File: src/rtl/fetch_pkg.sv
// Shared types and constants for the instruction-fetch controller and its
// prefetch buffer.
package fetch_pkg;

  localparam int XLEN_W = 32;
  localparam int INSTR_BYTES = 4;
  localparam logic [31:0] NOP_INSTR = 32'h0000_0013;

  typedef enum logic [1:0] {
    IDLE,
    RUN,
    FAULT
  } fetch_state_t;

  typedef struct packed {
    logic [XLEN_W-1:0] pc;
    logic [31:0]       instr;
  } fetch_entry_t;

endpackage

File: src/rtl/fetch_buf.sv
// Small synchronous FIFO holding fetched {pc, instr} pairs between the
// instruction memory and decode.
module fetch_buf
  import fetch_pkg::*;
#(
  parameter int DEPTH = 2
) (
  input  logic         clk,
  input  logic         rst_n,
  input  logic         flush,
  input  logic         push,
  input  fetch_entry_t push_data,
  input  logic         pop,
  output fetch_entry_t head,
  output logic         full,
  output logic         empty
);

  localparam int AW = $clog2(DEPTH);

  logic [AW:0]  wr_ptr_q, wr_ptr_d;
  logic [AW:0]  rd_ptr_q, rd_ptr_d;
  fetch_entry_t mem_q [DEPTH];
  fetch_entry_t mem_d [DEPTH];

  // Pointers carry one extra wrap bit so full and empty are distinguishable.
  assign empty = (wr_ptr_q == rd_ptr_q);
  assign full  = (wr_ptr_q[AW] != rd_ptr_q[AW]) &&
                 (wr_ptr_q[AW-1:0] == rd_ptr_q[AW-1:0]);
  assign head  = mem_q[rd_ptr_q[AW-1:0]];

  always_comb begin
    wr_ptr_d = wr_ptr_q;
    rd_ptr_d = rd_ptr_q;
    mem_d    = mem_q;
    if (flush) begin
      wr_ptr_d = '0;
      rd_ptr_d = '0;
    end else begin
      if (push) begin
        mem_d[wr_ptr_q[AW-1:0]] = push_data;
        wr_ptr_d = wr_ptr_q + (AW+1)'(1);
      end
      if (pop) begin
        rd_ptr_d = rd_ptr_q + (AW+1)'(1);
      end
    end
  end

  always_ff @(posedge clk or negedge rst_n) begin
    if (!rst_n) begin
      wr_ptr_q <= '0;
      rd_ptr_q <= '0;
      for (int i = 0; i < DEPTH; i++) begin
        mem_q[i] <= '0;
      end
    end else begin
      wr_ptr_q <= wr_ptr_d;
      rd_ptr_q <= rd_ptr_d;
      mem_q    <= mem_d;
    end
  end

endmodule

File: src/rtl/fetch_ctrl.sv
// Instruction-fetch controller: owns the PC, fetches from a combinational
// instruction memory into a prefetch buffer, handles redirects and faults.
module fetch_ctrl
  import fetch_pkg::*;
#(
  parameter int              XLEN       = 32,
  parameter int              IMEM_DEPTH = 64,
  parameter logic [XLEN-1:0] RESET_PC   = '0,
  parameter int              BUF_DEPTH  = 2
) (
  input  logic            clk,
  input  logic            rst_n,
  input  logic            start,
  output logic [XLEN-1:0] imem_addr,
  input  logic [31:0]     imem_rdata,
  input  logic            redirect_valid,
  input  logic [XLEN-1:0] redirect_pc,
  output logic            out_valid,
  input  logic            out_ready,
  output logic [31:0]     out_instr,
  output logic [XLEN-1:0] out_pc,
  output logic            fault,
  output logic [XLEN-1:0] fault_pc
);

  localparam logic [XLEN-1:0] PC_LIMIT = XLEN'(IMEM_DEPTH * INSTR_BYTES);

  fetch_state_t    state_q, state_d;
  logic [XLEN-1:0] pc_q, pc_d;
  logic            fault_q, fault_d;
  logic [XLEN-1:0] fault_pc_q, fault_pc_d;

  logic         pc_legal, push, pop, buf_full, buf_empty;
  fetch_entry_t push_entry, head_entry;

  assign pc_legal = (pc_q[1:0] == 2'b00) && (pc_q < PC_LIMIT);
  assign pop      = out_valid && out_ready;
  assign push     = (state_q == RUN) && !redirect_valid && pc_legal &&
                    (!buf_full || pop);

  assign push_entry.pc    = pc_q;
  assign push_entry.instr = imem_rdata;

  fetch_buf #(
    .DEPTH(BUF_DEPTH)
  ) u_buf (
    .clk      (clk),
    .rst_n    (rst_n),
    .flush    (redirect_valid),
    .push     (push),
    .push_data(push_entry),
    .pop      (pop),
    .head     (head_entry),
    .full     (buf_full),
    .empty    (buf_empty)
  );

  assign imem_addr = pc_q;
  assign out_valid = !buf_empty;
  assign out_instr = buf_empty ? '0 : head_entry.instr;
  assign out_pc    = buf_empty ? '0 : head_entry.pc;
  assign fault     = fault_q;
  assign fault_pc  = fault_pc_q;

  // Redirect overrides everything, including a start in the same cycle.
  always_comb begin
    state_d    = state_q;
    pc_d       = pc_q;
    fault_d    = fault_q;
    fault_pc_d = fault_pc_q;
    if (redirect_valid) begin
      state_d = RUN;
      pc_d    = redirect_pc;
      fault_d = 1'b0;
    end else begin
      case (state_q)
        IDLE: if (start) state_d = RUN;
        RUN: begin
          if (!pc_legal) begin
            state_d    = FAULT;
            fault_d    = 1'b1;
            fault_pc_d = pc_q;
          end else if (push) begin
            pc_d = pc_q + XLEN'(INSTR_BYTES);
          end
        end
        default: state_d = FAULT;
      endcase
    end
  end

  always_ff @(posedge clk or negedge rst_n) begin
    if (!rst_n) begin
      state_q    <= IDLE;
      pc_q       <= RESET_PC;
      fault_q    <= 1'b0;
      fault_pc_q <= '0;
    end else begin
      state_q    <= state_d;
      pc_q       <= pc_d;
      fault_q    <= fault_d;
      fault_pc_q <= fault_pc_d;
    end
  end

endmodule

File: config.mk
export PLATFORM = sky130hd
export DESIGN_NAME = fetch_ctrl
export DESIGN_NICKNAME = d
export VERILOG_FILES = /design/src/rtl/fetch_pkg.sv /design/src/rtl/fetch_buf.sv /design/src/rtl/fetch_ctrl.sv
export SDC_FILE = /design/constraint.sdc
export NUM_CORES = 1
export LEC_CHECK = 0
export CELL_PAD_IN_SITES_DETAIL_PLACEMENT = 1
export CELL_PAD_IN_SITES_GLOBAL_PLACEMENT = 1
export CORE_MARGIN = 2
export CORE_UTILIZATION = 40
export CTS_BUF_LIST = sky130_fd_sc_hd__clkbuf_4 sky130_fd_sc_hd__clkbuf_8
export CTS_CLUSTER_DIAMETER = 120
export DETAILED_ROUTE_END_ITERATION = 7
export DONT_BUFFER_PORTS = 1
export MAX_ROUTING_LAYER = met4
export PLACE_DENSITY_LB_ADDON = 0.1
export SYNTH_ARGS = -nofsm -noshare
export SYNTH_HDL_FRONTEND = slang
export SYNTH_SLANG_ARGS = --single-unit
File: constraint.sdc
create_clock -name clk -period 1.9 [get_ports clk]
set_input_delay 0.095 -clock clk [delete_from_list [all_inputs] [get_ports clk]]
set_output_delay 0.095 -clock clk [all_outputs]
set_load 0.005 [all_outputs]
==> reports/metrics.csv, run 1 <==
metric,value,unit
TritonCTS buffer count,17,
worst-case clock buffer depth,2,
Cells after DPL,927,
clk slew on worst S/H paths,110,ps
setup TNS,-41600,ps
final wirelength,24200,microns
post-route ant nets,0,
failing checks,"hold timing, setup timing",
H-tree depth,4,
Starting Density,0.405,
highest fanout seen on the critical path,8,
Post-synth EDFFs,0,
Least-Margin Pin Slew,589,ps
wire length per cell,22.5,microns
final setup margin,-326,ps
fin cells,1074,
Worst-Skew Late Latency,470,ps
post-layout util,0.578,
synth unique cells,43,
Starting DRT DRC Count,215,
area of the multi-input gates,0.00423,sq mm
crit path kind,flip-flop to flip-flop,
Pwr Density,675,mW/mm^2
"most common cell after layout, fill and taps aside",dfrtp_1,
PortBufs,0,
Synth Flop Type,dfrtp_1,
Max Clk Rate,0.449,GHz
Area growth syn-to-layout,42.8,%
Yosys Warn Count,0,
"Slowest-stage cell, CP",dfrtp_1,
Startpoint Class,flip-flop,
arrival time worst endpoint,2600,ps
fin area,0.0121,sq mm
final max-slew violation count,0,
Synthesized Nets,704,
half-perimeter wire length after placement,12900,microns
final setup fails,195,
NumNets Final,856,
Max-Slew Margin vs Limit,0.607,
most frequent cells in the layout,"198 x dfrtp_1, 68 x dlygate4sd3_1, 62 x mux2_2",
critical path endpoint category,flip-flop,
Post-Route M1 WL,10500,microns
static leakage,5.08,nW
vias in the first global route,6075,
die height,149,microns
DR top layer,met4,
"Seq/Total Area, Yosys",0.589,
grt ovf,0,
first-pass GRT wire length,34500,microns
Post-Syn Instances,634,
WL met3,888,microns
post-route minimum period,2230,ps
Placement Setup Slack,-458,ps
Rows,53,
TritonCTS clock tree,built,
initial antenna violation count,1,
Sequential Area,0.00498,sq mm
DRC viols,0,
Core Box Area,0.0209,sq mm
vias per std cell,5.21,
WHS,-693,ps
fraction of layout cells with a size suffix above 1,0.457,
Tot Pwr,8.14,mW
"Hold Vio Cnt, Final",199,
metal2 WL,12500,microns
RSZ-0062 raised after global routing,yes,
total track usage,0.207,
Async SR Flop Fraction,1.00,
Hold Crit Class,input port to async pin,
via count,5595,
"Cell Area, Synth",0.00845,sq mm
clk_skew,18.4,ps
Yosys reg bits,199,
I/O pins,199,
Root Buffer,clkbuf_8,
CP cell instances,"nor4_4, buf_4, nand3_2, buf_6, nor4_4, buf_6, buf_4, buf_16, mux2_1",
Tcrit/Tclk final,1.17,
largest net degree at the start of global routing,200,
first-pass detailed-route iteration total,4,
run status,"complete, but fails checks",
Mean Syn Cell Area,13.3,sq um
largest stage delay on the critical path,420,ps
worst path required time,2270,ps
Sink Count,199,
worst vdd ir,0.000390,V
die width,149,microns
Area after DPL,0.00911,sq mm
# fillers,1977,
Die ar.,0.0223,sq mm
Max Cap Viol,0,
gpl congestion,0.766,
-- cell usage after synthesis, types with 5 or more instances --
library cell	instances	area share
mux2i_1	64	0.076
buf_2	10	0.0059
dfrtp_1	199	0.59
nor2_1	76	0.034
nor4_1	6	0.0044
mux2_1	57	0.076
mux2_2	79	0.11
o21ai_0	5	0.0030
nor2b_1	55	0.041
nor4_2	5	0.0074
buf_6	5	0.0067
clkbuf_1	13	0.0058
inv_1	8	0.0036
buf_1	8	0.0036
-- path summary, 6_finish.rpt --
check | startpoint | end | cells after the start | slack [ps]
hold / removal | rst_n | u_buf.mem_q[119]$_DFFE_PN0P_ | 0 | -690
setup / recovery | imem_addr[19]$_DFFE_PN0P_ | u_buf.mem_q[76]$_DFFE_PN0P_ | 9 | -330
max in group asynchronous | rst_n | u_buf.rd_ptr_q[0]$_DFFE_PN0P_ | 0 | 2080
setup reg to reg | imem_addr[19]$_DFFE_PN0P_ | u_buf.mem_q[76]$_DFFE_PN0P_ | 9 | -330
hold reg to reg | u_buf.mem_q[38]$_DFFE_PN0P_ | u_buf.mem_q[38]$_DFFE_PN0P_ | 1 | 490
min in group clk | redirect_valid | imem_addr[4]$_DFFE_PN0P_ | 3 | 70
-- report_power, final --
part	total (mW)	switching (mW)	internal, mW
combinational	0.701	0.266	0.435
clock	2.73	1.60	1.14
sequential	4.71	0.228	4.48
total	8.14	2.09	6.05
-- state kept, by name, summed over array words and instances, names as in the netlist --
register	flops
imem_addr	32
u_buf.rd_ptr_q	2
u_buf.wr_ptr_q	2
u_buf.mem_q	128
fault_pc	32
fault	1
state_q	2
-- logic make-up after synthesis --
logic type	Yosys count	share of synthesized area
buffers and inverters	47	0.0281
AND/OR/NAND/NOR	161	0.101
XOR/XNOR	5	0.00518
AO/OA/AOI/OAI	21	0.0185
multiplexers	200	0.257
flip-flops	199	0.589
adder cells (fa/ha/maj)	1	0.00148
-- final cells by class --
type / count / area share
flip-flops and latches: 199 / 0.413
multi-input cells: 388 / 0.351
repair buffers: 172 / 0.172
well taps: 275 / 0.0285
clock buffers: 19 / 0.0211
clock inverters: 12 / 0.0113
inverters: 8 / 0.00270
diodes: 1 / 0.000207
-- timing repair --
action,4_1_cts,5_1_grt
gates resized for setup,89,195
hold endpoints to repair,302,201
pin swaps,3,32
gates cloned,7,12
setup endpoints to repair,236,236
hold buffers,68,1
buffers inserted,14,14
-- per-layer routing --
metal	global-route usage	vias to the layer above
li1	-	2502
met4	0.0519	0
met2	0.340	121
met5	-	-
met3	0.0431	23
met1	0.264	2949
-- critical path, delay by kind of cell (launching register included) --
family / cells / cell delay [ps]
buffers and inverters: 5 / 760
DFF: 1 / 420
muxes: 1 / 320
and+or+nand+nor: 3 / 600
No activity file was read; power rests on OpenSTA's default activity.
==> run 2: changes to the inputs <==
--- a/config.mk
+++ b/config.mk
@@ -9,12 +9,12 @@
 export CELL_PAD_IN_SITES_GLOBAL_PLACEMENT = 1
 export CORE_MARGIN = 2
 export CORE_UTILIZATION = 40
-export CTS_BUF_LIST = sky130_fd_sc_hd__clkbuf_4 sky130_fd_sc_hd__clkbuf_8
 export CTS_CLUSTER_DIAMETER = 120
 export DETAILED_ROUTE_END_ITERATION = 7
 export DONT_BUFFER_PORTS = 1
 export MAX_ROUTING_LAYER = met4
 export PLACE_DENSITY_LB_ADDON = 0.1
+export SETUP_SLACK_MARGIN = 0.1
 export SYNTH_ARGS = -nofsm -noshare
 export SYNTH_HDL_FRONTEND = slang
 export SYNTH_SLANG_ARGS = --single-unit
==> reports/metrics.csv, run 2 (synthesized netlist as in run 1, its figures left out) <==
metric,value,unit,change
run status,"complete, but fails checks",,
failing checks,"hold timing, setup timing",,
clk slew on worst S/H paths,80,ps,-30 ps
# fillers,1905,,-3.6%
Buf/Inv on CP,4,,-1
"Hold Vio Cnt, Final",199,,unchanged
critical path endpoint category,flip-flop,,
Least-Margin Pin Slew,383,ps,-206 ps
Tot Pwr,9.12,mW,+12%
Starting DRT DRC Count,154,,-28%
wire length per cell,23.1,microns,+2.6%
"Slowest-stage cell, CP",dfrtp_1,,
Max Cap Viol,0,,unchanged
via count,5703,,+1.9%
"most common cell after layout, fill and taps aside",dfrtp_1,,
area of the multi-input gates,0.00438,sq mm,+3.4%
initial antenna violation count,0,,-1
net switching power figure,2.30,mW,+9.8%
Hold Crit Class,input port to async pin,,
grt ovf,0,,unchanged
WHS,-643,ps,+50.5 ps
highest fanout seen on the critical path,5,,-3
Max Clk Rate,0.452,GHz,+0.54%
max reg flops,128,,unchanged
vias in the first global route,6375,,+4.9%
TritonCTS buffer count,17,,unchanged
final wirelength,25200,microns,+4.2%
first-pass detailed-route iteration total,4,,unchanged
Sequential Area,0.00498,sq mm,unchanged
diode count,0,,-1
Comb pwr share,0.079,,-0.007
DRC viols,0,,unchanged
Rows,53,,unchanged
largest stage delay on the critical path,410,ps,about the same
Starting Density,0.405,,unchanged
static leakage,5.29,nW,+4.1%
worst path required time,2210,ps,-60 ps
fin cells,1091,,+1.6%
crit path kind,flip-flop to flip-flop,,
die height,149,microns,unchanged
Core Box Area,0.0209,sq mm,unchanged
NumNets Final,873,,+2.0%
first-pass GRT wire length,37400,microns,+8.6%
Area growth syn-to-layout,50.3,%,
CP cell instances,"nor4_4, buf_4, nand4_4, nor4_4, buf_6, buf_6, buf_12, mux2_4",,
Sink Count,199,,unchanged
total track usage,0.228,,+0.0205
H-tree depth,4,,unchanged
Biggest register,u_buf.mem_q,,
clk_skew,20.3,ps,+1.91 ps
I/O pins,199,,unchanged
internal power,6.82,mW,+13%
gpl congestion,0.719,,-6.1%
Reg power frac,0.518,,-0.060
arrival time worst endpoint,2530,ps,-70 ps
Die ar.,0.0223,sq mm,unchanged
vias per std cell,5.23,,+0.34%
die width,149,microns,unchanged
final setup margin,-314,ps,+12.0 ps
final max-slew violation count,0,,unchanged
post-route ant nets,0,,unchanged
largest net degree at the start of global routing,200,,unchanged
clock power share,0.402,,+0.066
Area after DPL,0.00916,sq mm,+0.44%
Sw Share,0.252,,-0.00484
post-route minimum period,2210,ps,-12.0 ps
Max-Slew Margin vs Limit,0.737,,+0.130
Worst-Skew Late Latency,440,ps,-30 ps
most frequent cells in the layout,"198 x dfrtp_1, 77 x mux2_4, 66 x dlygate4sd3_1",,
TritonCTS clock tree,built,,
half-perimeter wire length after placement,12700,microns,-1.8%
worst vdd ir,0.000561,V,+44%
setup TNS,-46330,ps,-4730 ps
fin area,0.0127,sq mm,+5.3%
fraction of layout cells with a size suffix above 1,0.496,,+0.0389
final setup fails,233,,+19%
worst-case clock buffer depth,2,,unchanged
Tcrit/Tclk final,1.17,,-0.00632
Root Buffer,clkbuf_16,,
RSZ-0062 raised after global routing,yes,,
Pwr Density,717,mW/mm^2,+6.3%
critical path's top delay family,simple AND/OR/NAND/NOR gates,,
Startpoint Class,flip-flop,,
Cells after DPL,929,,+0.22%
PortBufs,0,,unchanged
-- run 2: changes by cell type in the layout (fill, tap and decap cells not counted), moves of 12 or more --
| cell | change |
|---|---|
| mux2i_2 | -12 |
| clkbuf_16 | +14 |
| mux2_4 | +17 |
| nor2b_4 | +18 |
| nor2b_1 | -22 |
| mux2_1 | -14 |
| mux2i_1 | +13 |
| clkbuf_8 | -18 |
| buf_6 | +18 |
-- run 2: worst paths after layout --
| check | start | depth (start not counted) | to | slack (ps) |
|---|---|---|---|---|
| worst min register to register | u_buf.mem_q[113]$_DFFE_PN0P_ | 1 | u_buf.mem_q[113]$_DFFE_PN0P_ | 500 |
| worst max register to register | imem_addr[18]$_DFFE_PN0P_ | 8 | u_buf.mem_q[38]$_DFFE_PN0P_ | -310 |
| worst max-delay path | imem_addr[18]$_DFFE_PN0P_ | 8 | u_buf.mem_q[38]$_DFFE_PN0P_ | -310 |
| max in group asynchronous | rst_n | 0 | u_buf.mem_q[4]$_DFFE_PN0P_ | 2270 |
| worst min-delay path | rst_n | 0 | u_buf.mem_q[119]$_DFFE_PN0P_ | -640 |
| min in group clk | start | 3 | state_q[0]$_DFFE_PN0P_ | 30 |
-- run 2: layout make-up --
class / count / area share
multi-input combinational: 388 / 0.344
inverter: 8 / 0.00256
clock inverter: 13 / 0.0122
timing repair buffer: 189 / 0.188
tap: 275 / 0.0271
sequential: 199 / 0.392
clock buffer: 19 / 0.0341
-- run 2: worst reg2reg max path: cells and delay by family (launching register included) --
family                 cells  cell delay [ps]
buffers and inverters      4              610
flip-flops                 1              410
multiplexers               1              300
AND/OR/NAND/NOR            3              770
-- run 2: per-layer routing --
layer  part of all wire  track usage  up-vias
met1               0.42        0.282     3002
met4              0.014       0.0595        0
met2               0.53        0.381      141
met3              0.043       0.0495       25
met5                  0            -        -
li1                   -            -     2535
-- run 2: power groups by stage --
stage | combinational [mW] | clock (mW) | sequential, mW
finish | 0.724 | 3.67 | 4.73
global placement | 0.491 | 0 | 4.78
floorplan | 0.310 | 0 | 4.74
CTS | 0.711 | 3.74 | 4.72
detailed placement | 0.525 | 0 | 4.79
global route | 0.789 | 3.94 | 4.76
-- run 2: through the flow --
| stage | worst slack [ps] | hold WS, ps | utilization |
|---|---|---|---|
| 2_1_floorplan | -123 | -201 | - |
| 3_3_place_gp | -407 | -192 | 0.438 |
| 3_5_place_dp | -406 | -193 | 0.438 |
| 4_1_cts | -324 | -663 | 0.565 |
| 5_1_grt | -411 | -669 | 0.608 |
| 6_report | -314 | -643 | 0.608 |
-- run 2: timing repair --
item | 4_1_cts | 5_1_grt
setup endpoints to repair | 235 | 235
buffers inserted | 32 | 15
gates cloned | 18 | 5
hold endpoints to repair | 302 | 201
hold buffers | 66 | 1
gates resized for setup | 169 | 175
pin swaps | 29 | 45
==> run 3: changes to the inputs <==
--- a/config.mk
+++ b/config.mk
@@ -5,10 +5,10 @@
 export SDC_FILE = /design/constraint.sdc
 export NUM_CORES = 1
 export LEC_CHECK = 0
-export CELL_PAD_IN_SITES_DETAIL_PLACEMENT = 1
-export CELL_PAD_IN_SITES_GLOBAL_PLACEMENT = 1
+export CELL_PAD_IN_SITES_DETAIL_PLACEMENT = 2
+export CELL_PAD_IN_SITES_GLOBAL_PLACEMENT = 2
 export CORE_MARGIN = 2
-export CORE_UTILIZATION = 40
+export CORE_UTILIZATION = 38
 export CTS_CLUSTER_DIAMETER = 120
 export DETAILED_ROUTE_END_ITERATION = 7
 export DONT_BUFFER_PORTS = 1
==> reports/metrics.csv, run 3 (synthesized netlist as in run 1, its figures left out) <==
metric,value,unit,change
area of the multi-input gates,0.00452,sq mm,+3.4%
final max-slew violation count,0,,unchanged
DRC viols,0,,unchanged
Sink Count,199,,unchanged
first-pass GRT wire length,39800,microns,+6.2%
Starting Density,0.387,,-0.0173
NumNets Final,866,,-0.80%
Hold Crit Class,input port to async pin,,
Max Cap Viol,0,,unchanged
largest net degree at the start of global routing,200,,unchanged
total track usage,0.226,,-0.00188
post-route minimum period,2320,ps,+105 ps
I/O pins,199,,unchanged
worst path required time,2230,ps,+20 ps
static leakage,5.28,nW,-0.13%
clk_skew,15.5,ps,-4.77 ps
# fillers,1860,,-2.4%
Area growth syn-to-layout,49.5,%,
gpl congestion,0.740,,+2.8%
PortBufs,0,,unchanged
arrival time worst endpoint,2650,ps,+120 ps
Root Buffer,clkbuf_16,,
die height,153,microns,+2.5%
fin area,0.0126,sq mm,-0.52%
Starting DRT DRC Count,245,,+59%
half-perimeter wire length after placement,14100,microns,+11%
vias per std cell,5.28,,+1.1%
vias in the first global route,6552,,+2.8%
Sequential Area,0.00498,sq mm,unchanged
Die ar.,0.0235,sq mm,+5.1%
final setup margin,-419,ps,-105 ps
fin cells,1089,,-0.18%
post-route ant nets,0,,unchanged
first-pass detailed-route iteration total,4,,unchanged
Least-Margin Pin Slew,407,ps,+23.9 ps
CTS hold repair buffers,67,,+1.5%
initial antenna violation count,0,,unchanged
wire length per cell,27.7,microns,+20%
TritonCTS buffer count,17,,unchanged
max reg flops,128,,unchanged
fraction of layout cells with a size suffix above 1,0.508,,+0.0117
Pwr Density,715,mW/mm^2,-0.35%
Rows,54,,+1.9%
run status,"complete, but fails checks",,
grt ovf,0,,unchanged
diode count,0,,unchanged
highest fanout seen on the critical path,7,,+2
Startpoint Class,flip-flop,,
critical path endpoint category,flip-flop,,
WHS,-657,ps,-13.8 ps
final wirelength,30200,microns,+20%
failing checks,"hold timing, setup timing",,
Max-Slew Margin vs Limit,0.721,,-0.0164
"Hold Vio Cnt, Final",199,,unchanged
setup TNS,-55490,ps,-9160 ps
TritonCTS clock tree,built,,
H-tree depth,4,,unchanged
Tcrit/Tclk final,1.22,,+0.0553
most frequent cells in the layout,"198 x dfrtp_1, 82 x mux2_4, 66 x dlygate4sd3_1",,
Core Box Area,0.0218,sq mm,+4.5%
worst-case clock buffer depth,2,,unchanged
die width,153,microns,+2.5%
via count,5753,,+0.88%
Cells after DPL,936,,+0.75%
clk slew on worst S/H paths,80,ps,about the same
Biggest register,u_buf.mem_q,,
"most common cell after layout, fill and taps aside",dfrtp_1,,
worst vdd ir,0.000502,V,-10%
RSZ-0062 raised after global routing,yes,,
Max Clk Rate,0.431,GHz,-4.5%
crit path kind,flip-flop to flip-flop,,
Worst-Skew Late Latency,440,ps,about the same
Area after DPL,0.00917,sq mm,+0.15%
final setup fails,222,,-4.7%
run 3: changes by cell type in the layout (fill, tap and decap cells not counted), moves of 5 or more:
cell,delta
buf_12,-6
mux2i_1,-18
nor2b_4,-9
inv_6,-8
buf_16,-6
mux2_2,-5
nor2b_1,+12
buf_4,+13
mux2_4,+5
mux2i_2,+15
buf_6,-18
clkinv_4,+6
run 3: cell type report:
cell class / count / area share
Clock buffer: 19 / 0.0350
Clock inverter: 13 / 0.00930
Inverter: 8 / 0.00257
Multi-Input combinational cell: 388 / 0.358
Sequential cell: 199 / 0.394
Tap cell: 280 / 0.0277
Timing Repair Buffer: 182 / 0.173
run 3: layer usage:
layer,vias up,wire length (microns),GRT usage
met5,-,0,-
met2,155,16500,0.392
li1,2503,-,-
met3,20,993,0.0414
met1,3075,12400,0.276
met4,0,363,0.0489
run 3: repair_timing:
item,in CTS,in global routing
hold endpoints to repair,302,199
resized for setup,99,259
pin swaps,20,59
gates cloned,10,11
setup endpoints to repair,236,235
setup buffers,14,21
run 3: worst paths after layout:
kind                            slack [ps]                           end  cells after the start                   startpoint
worst max register to register        -420  u_buf.mem_q[100]$_DFFE_PN0P_                      7    imem_addr[30]$_DFFE_PN0P_
min in group clk                       150        state_q[0]$_DFFE_PN0P_                      3                        start
worst max-delay path                  -420  u_buf.mem_q[100]$_DFFE_PN0P_                      7    imem_addr[30]$_DFFE_PN0P_
worst min register to register         510   u_buf.mem_q[56]$_DFFE_PN0P_                      1  u_buf.mem_q[56]$_DFFE_PN0P_
max in group asynchronous             2160      fault_pc[26]$_DFFE_PN0P_                      0                        rst_n
worst min-delay path                  -660   u_buf.mem_q[84]$_DFFE_PN0P_                      0                        rst_n
run 3: worst max-delay path, stage by stage, from the launching register on:
cell and delay [ps]:
dfrtp_1 430, nor4_4 430, nand4_4 210, nor4_4 340, buf_6 210, buf_12 120, clkbuf_16 170, mux2_4 300
run 3: stage by stage:
stage                     worst slack (ps)  total power [mW]   util
after floorplan                       -123              5.05      -
after global placement                -361              5.26  0.420
after detailed placement              -479              5.31  0.420
after CTS                             -284              9.00  0.514
after global routing                  -475              9.38  0.579
final                                 -419              9.04  0.579
run 3: where the power goes:
group	internal, mW	switching [mW]	total, mW	leakage [nW]
Clock	1.76	1.77	3.52	0.271
Sequential	4.48	0.248	4.73	2.63
Combinational	0.458	0.325	0.783	2.39
